===== src/rtl/test_sequencer_pkg.sv =====
// Shared FSM encoding and width helpers for the test sequencer and its counters.
package test_sequencer_pkg;

    typedef enum logic [2:0] {
        S_IDLE,
        S_ISSUE,
        S_WAIT_ACK,
        S_WAIT_DONE,
        S_GAP,
        S_FIN
    } state_t;

    // Index width never collapses to zero, so a single-unit bank still has a cur_idx bit.
    function automatic int idx_w(input int n);
        return (n > 1) ? $clog2(n) : 1;
    endfunction

    function automatic int cnt_w(input int limit);
        return (limit > 0) ? $clog2(limit + 1) : 1;
    endfunction

    function automatic int max_int(input int a, input int b);
        return (a > b) ? a : b;
    endfunction

endpackage


===== src/rtl/test_sequencer_watchdog.sv =====
// Loadable saturating up-counter; tc flags when the count equals the requested terminal value.
module seq_watchdog
    import test_sequencer_pkg::*;
#(
    parameter int LIMIT = 15,
    parameter int W     = cnt_w(LIMIT)
) (
    input  logic         clk,
    input  logic         reset,
    input  logic         load,
    input  logic         en,
    input  logic [W-1:0] term,
    output logic         tc
);

    localparam logic [W-1:0] SAT = W'(LIMIT);

    logic [W-1:0] count;

    // NOTE: sequential state is always assigned with <= so every flop samples pre-edge values.
    always_ff @(posedge clk) begin
        if (reset) begin
            count <= '0;
        end else if (load) begin
            count <= '0;
        end else if (en && (count != SAT)) begin
            count <= count + W'(1);
        end
    end

    assign tc = (count == term);

endmodule


===== config.mk =====
export PLATFORM = sky130hd
export DESIGN_NAME = seq_watchdog
export DESIGN_NICKNAME = d
export VERILOG_FILES = /design/src/rtl/test_sequencer_pkg.sv /design/src/rtl/test_sequencer_watchdog.sv
export SDC_FILE = /design/constraint.sdc
export NUM_CORES = 1
export LEC_CHECK = 0
export ABC_CLOCK_PERIOD_IN_PS = 1300
export CORE_AREA = 2 2 39 41
export CTS_BUF_LIST = sky130_fd_sc_hd__clkbuf_4 sky130_fd_sc_hd__clkbuf_8
export DETAILED_ROUTE_END_ITERATION = 6
export DIE_AREA = 0 0 41 43
export GPL_ROUTABILITY_DRIVEN = 0
export PLACE_DENSITY = 0.41
export SYNTH_ARGS = -nofsm -noshare
export SYNTH_HDL_FRONTEND = slang
export SYNTH_SLANG_ARGS = --single-unit
export TNS_END_PERCENT = 100

===== constraint.sdc =====
create_clock -name clk -period 1.3 [get_ports clk]
set_clock_uncertainty 0.05 [all_clocks]
set_input_delay 0.325 -clock clk [delete_from_list [all_inputs] [get_ports clk]]
set_output_delay 0.325 -clock clk [all_outputs]
set_load 0.05 [all_outputs]

==> run_results.csv, run 1 <==
group,metric,value,unit
run_status,status,"finished, violations left",
run_status,violations,"negative setup slack",
logic_synthesis,synthArstFlopShare,0,%
routing,wl_per_cell,11.8,um
finish,syn2layout_area_growth,105,%
place,dp.cells,56,
flow_run,maxCapViolations,0,
worst_hold_path,min_path_type,"flip-flop to flip-flop",
finish,top_register,"count",
sta,fin_crit_sh,124,%
finish,final_util,35.3,%
floorplan,die_x,41,um
clock_tree,h-tree-depth,1,
worst_hold_path,hold_path.startpoint,"count[0]",
routing,vias,273,
global_routing,grt_pass1_wl,1120,um
logic_synthesis,ys_seq_area_share,33.7,%
sta,max_slew.worst_pin.slew,0.256,ns
logic_synthesis,synth-main-ff-cell,"dfxtp_1",
global_routing,grtUsageTotal,10.2,%
logic_synthesis,synth.cell_area,238,um2
sta,slew_viol_final,0,
setup_path,critPathLaunchType,"flip-flop",
logic_synthesis,synth.distinct_cells,16,
finish,reg_top3,"count: 4 flops",
floorplan,die_h,43,um
logic_synthesis,yosys-top-cells-area,"dfxtp_1 34%, xor2_1 15%, nand4b_1 7.4%",
place,post_dp_cell_area,409,um2
setup_path,worstPathCellList,"xor2_2, nor4_4, buf_12",
sta,finalHoldViolCount,0,
clock_tree,cts_made_buffers,3,
floorplan,io_pins,9,
setup_path,startpoint,"count[2]",
sta,max_slew_margin,82.8,%
setup_path,cp-end-kind,"primary output",
logic_synthesis,syn-num-nets,36,
setup_path,crit_required,0.93,ns
logic_synthesis,ys_seq_elements,4,
clock_tree,cts_tree,"built",
clock_tree,worstSkewPairLatency,0.24,ns
setup_path,path_buf_inv,1,
logic_synthesis,synth_cells,27,
routing,wirelength,705,um
floorplan,initial_utilization,17.2,%
logic_synthesis,yosysTopAreaCellShare,33.7,%
setup_path,cp.arrival,1.24,ns
finish,final_area,488,um2
setup_path,worstSetupPathType,"flip-flop to primary output",
global_routing,antenna_found_initial,0,
finish,stdcell_count,60,
logic_synthesis,synth_edf_count,0,
logic_synthesis,synth_area_per_cell,8.80,um2
finish,drive_gt1_share,47.7,%
routing,dr.pass1.iters,2,
sta,period_needed,1.62,ns
setup_path,cp_max_fo,2,
power,p_leak,0.188,nW
routing,drc,0,
setup_path,r2r-start,"count[1]",
floorplan,dieArea,1760,um2
setup_path,slowest_stage,"dfxtp_2",
global_routing,grt_pass1_vias,290,
routing,first_iter_violations,2,
logic_synthesis,synth_top_area_cell,"dfxtp_1",
place,port_buffers,8,
setup_path,cpPeakStageDelay,0.32,ns
sta,setup_viol,1,
power,ir_worst_vdd,0.298,mV
finish,num_antenna_cells,0,
finish,largest_reg_flops,4,
setup_path,cp_top_family,"flip-flops",
global_routing,grt-ovfl-total,0,
floorplan,core,1380,um2
global_routing,grt_max_degree,6,
sta,max_freq,619,MHz
routing,drtAntennaViolNets,0,
clock_tree,cts.sinks,4,
logic_synthesis,ys_top_cells_by_count,"4 x dfxtp_1, 4 x xor2_1",
clock_tree,cts-root-buf,"clkbuf_4",
sta,setup_ws,-0.316,ns
clock_tree,clk_pin_slew,0.04,ns
power,fin_total_pwr,0.000359,W
place,hpwl,494,um
floorplan,fp-row-count,14,
power,power_density,737,nW/um2
sta,rsz0062_at_grt,"true",
clock_tree,clockBufferDepth,2,
logic_synthesis,ys.warnings.count,0,
routing,vias_per_cell,4.55,
finish,nNetsFinal,55,
## stage by stage
stage | hold WS (ns) | setup WS (ns) | setup TNS (ns)
4_1_cts | 0.589 | -0.330 | -0.330
6_report | 0.583 | -0.316 | -0.316
2_1_floorplan | 0.375 | -0.240 | -0.240
5_1_grt | 0.619 | -0.343 | -0.358
3_3_place_gp | 0.501 | -0.541 | -0.735
3_5_place_dp | 0.514 | -0.548 | -0.780
## worst reg2reg max path: stages, from the launching register on
cell      delay (ns)
dfxtp_4         0.35
buf_6           0.12
ha_4            0.16
and3_4          0.15
o211ai_1        0.18
nand2_1         0.08
## routing by layer
metal  up-vias  GRT usage (%)  routed length [um]
li1        135              -                   -
met1       127           10.3                 284
met2         9           15.6                 375
met3         2           3.14                  30
met4         0           8.67                  14
met5         -              0                   0
## cell families (layout without fill, tap and decap cells)
kind of cell,count (synthesis),count (layout),share of synthesized area (%)
xor+xnor,4,4,14.7
simple gates,11,11,25.8
compound gates,6,6,18.9
flops,4,4,33.7
buf+inv,1,18,1.58
fa+ha+maj,1,1,5.26
## final cells by class
cell class | count | area [um2]
timing repair buffer | 14 | 139
multi-input combinational | 22 | 216
sequential | 4 | 86.3
inverter | 1 | 3.75
fill | 152 | 896
tap | 16 | 20.0
clock buffer | 3 | 22.5
## worst paths after layout
| path | end | slack (ns) | cells past startpoint |
|---|---|---|---|
| worst max register to register | count[0] | 0.09 | 5 |
| worst max-delay path | tc | -0.32 | 3 |
| worst min register to register | count[0] | 0.58 | 3 |
| worst min-delay path | count[0] | 0.58 | 3 |
## cells in the final DEF (no fill, tap or decap), types with 2 or more instances in the layout
cell type / count
buf_4: 4
buf_6: 2
clkbuf_4: 3
clkdlybuf4s50_1: 3
dfxtp_2: 2
dlygate4sd2_1: 3
nand2_1: 2
nand3_1: 2
nand4b_1: 2
nor2_1: 2
o211ai_1: 2
xor2_2: 4
## power by group
group	internal (W)	total (W)	switching, W
sequential	0.000124	0.000127	0.00000248
combinational	0.0000386	0.0000686	0.0000300
clock	0.000104	0.000164	0.0000604
total	0.000267	0.000359	0.0000929
## what timing repair did
item | 4_1_cts | 5_1_grt
resized for setup | 12 | 4
pin swaps | 2 | 6
setup buffers | 1 | 0
hold buffers | 0 | 0
endpoints found under the setup margin | 3 | 4
No activity file was read; power rests on OpenSTA's default activity.
==> inputs of run 2 (changes only) <==
Settings changed: SKIP_CTS_REPAIR_TIMING set to 1.
==> run 2 against run 1 <==
The run still ends with negative setup slack left. Cell count stayed put. Worst setup slack worse by 0.014 ns. Critical path type unchanged. Critical endpoint unchanged. Clock power hardly changed. Global-route usage is 1.0 points lower. Sequential power hardly changed. Core utilization is 0.27 points lower. Cell area is 0.77% lower. Count of clock-buffer cells in the layout stayed put.
==> run_results.csv, run 2 (synthesized netlist as in run 1, its figures left out) <==
group,metric,value,unit
floorplan,dieArea,1760,um2
routing,vias,280,
setup_path,worstSetupPathType,"flip-flop to primary output",
place,hpwl,494,um
finish,multi_input_area,208,um2
global_routing,grt_pass1_wl,1030,um
routing,first_iter_violations,8,
finish,fill_cells,149,
place,port_buffers,8,
power,fin_total_pwr,0.000359,W
flow_run,maxCapViolations,0,
sta,finalHoldViolCount,0,
setup_path,ff2ff_path_depth,5,
power,p_leak,0.220,nW
setup_path,cpPeakStageDelay,0.35,ns
global_routing,grt-ovfl-total,0,
setup_path,startpoint,"count[1]",
global_routing,grt_max_degree,6,
sta,fin_crit_sh,125,%
floorplan,io_pins,9,
floorplan,die_h,43,um
finish,final_common_cell,"buf_4",
setup_path,slowest_stage,"dfxtp_4",
floorplan,fp-row-count,14,
finish,syn2layout_area_growth,104,%
finish,layout_common_cells,"6 x buf_4, 4 x xor2_2, 4 x dlymetal6s2s_1",
sta,setup_viol,2,
finish,reg_top3,"count: 4 flops",
sta,setup_ws,-0.330,ns
clock_tree,clk_pin_slew,0.04,ns
floorplan,core,1380,um2
clock_tree,clockBufferDepth,2,
setup_path,cp_max_fo,3,
setup_path,endpoint,"tc",
finish,layout.area.seq,85.1,um2
routing,drc,0,
global_routing,grtUsageTotal,9.15,%
routing,drtAntennaViolNets,0,
clock_tree,cts_made_buffers,3,
routing,vias_per_cell,4.67,
run_status,violations,"negative setup slack",
routing,dr.pass1.iters,4,
global_routing,antenna_found_initial,0,
setup_path,cp.arrival,1.26,ns
worst_hold_path,min_path_type,"flip-flop to flip-flop",
power,power_density,742,nW/um2
sta,hold_ws,0.583,ns
floorplan,die_x,41,um
finish,num_antenna_cells,0,
run_status,status,"finished, violations left",
clock_tree,cts-root-buf,"clkbuf_4",
setup_path,r2r-start,"count[0]",
sta,period_needed,1.63,ns
clock_tree,cts.sinks,4,
routing,wl_per_cell,11.1,um
setup_path,worstPathCellList,"xor2_2, nor4_4, buf_12",
sta,max_slew_margin,82.8,%
finish,nNetsFinal,55,
finish,top_register,"count",
global_routing,grt_pass1_vias,263,
clock_tree,worstSkewPairLatency,0.25,ns
sta,max_freq,613,MHz
floorplan,initial_utilization,17.2,%
power,ir_worst_vdd,0.285,mV
sta,rsz0062_at_grt,"true",
setup_path,rr_endpoint,"count[3]",
finish,largest_reg_flops,4,
setup_path,cp-end-kind,"primary output",
setup_path,critPathLaunchType,"flip-flop",
setup_path,crit_required,0.93,ns
clock_tree,cts_tree,"built",
routing,wirelength,666,um
sta,slew_viol_final,0,
sta,max_slew.worst_pin.slew,0.256,ns
clock_tree,h-tree-depth,1,
setup_path,regToRegSetupSlack,-0.03,ns
sta,fin_setup_tns,-0.359,ns
finish,drive_gt1_share,45.5,%
-- run 2: cell types whose count changed in the layout (fill, tap and decap cells not counted), sizes merged --
cell,delta
dlymetal6s2s,+4
dlygate4sd2,-3
clkdlybuf4s15,-1
-- run 2: where the power goes --
| group | switching [W] | internal, W | total, W | leakage, nW |
|---|---|---|---|---|
| sequential | 0.00000231 | 0.000124 | 0.000126 | 0.0337 |
| combinational | 0.0000292 | 0.0000388 | 0.0000680 | 0.173 |
| clock | 0.0000612 | 0.000104 | 0.000165 | 0.0138 |
| total | 0.0000926 | 0.000266 | 0.000359 | 0.220 |
-- run 2: critical path: cells and delay by family, from the launching register on --
| family | cells | cell delay [ns] |
|---|---|---|
| XOR/XNOR | 1 | 0.16 |
| AND/OR/NAND/NOR | 1 | 0.32 |
| buffers and inverters | 1 | 0.18 |
| flip-flops | 1 | 0.35 |
-- run 2: stage by stage --
step | instance area (um2) | cells | worst slack [ns] | utilization (%)
after detailed placement | 409 | 56 | -0.548 | 29.6
after floorplan | 262 | 27 | -0.240 | -
after CTS | 432 | 59 | -0.547 | 31.2
after global placement | 409 | 56 | -0.541 | 29.6
final | 484 | 60 | -0.330 | 35.0
after global routing | 484 | 60 | -0.359 | 35.0
-- run 2: per-layer routing --
| metal | vias to the layer above | track usage (%) | routed length (um) |
|---|---|---|---|
| met5 | - | 0 | 0 |
| met2 | 17 | 13.1 | 319 |
| met1 | 127 | 10.0 | 269 |
| met4 | 0 | 8.00 | 17 |
| li1 | 134 | - | - |
| met3 | 2 | 3.14 | 60 |
-- run 2: final cells by class --
cell class | count | share of cell area [%]
Clock buffer | 3 | 4.65
Inverter | 1 | 0.775
Timing Repair Buffer | 14 | 30.0
Sequential cell | 4 | 17.6
Multi-Input combinational cell | 22 | 42.9
Tap cell | 16 | 4.13
-- run 2: worst min path at each step --
stage / slack [ns] / endpoint / cells past startpoint / startpoint
after CTS: 0.52 / count[3] / 2 / count[1]
after floorplan: 0.37 / count[3] / 1 / reset
after global placement: 0.50 / count[1] / 2 / count[1]
after detailed placement: 0.51 / count[3] / 2 / count[1]
after global routing: 0.60 / count[1] / 3 / count[1]
final: 0.58 / count[3] / 2 / count[3]
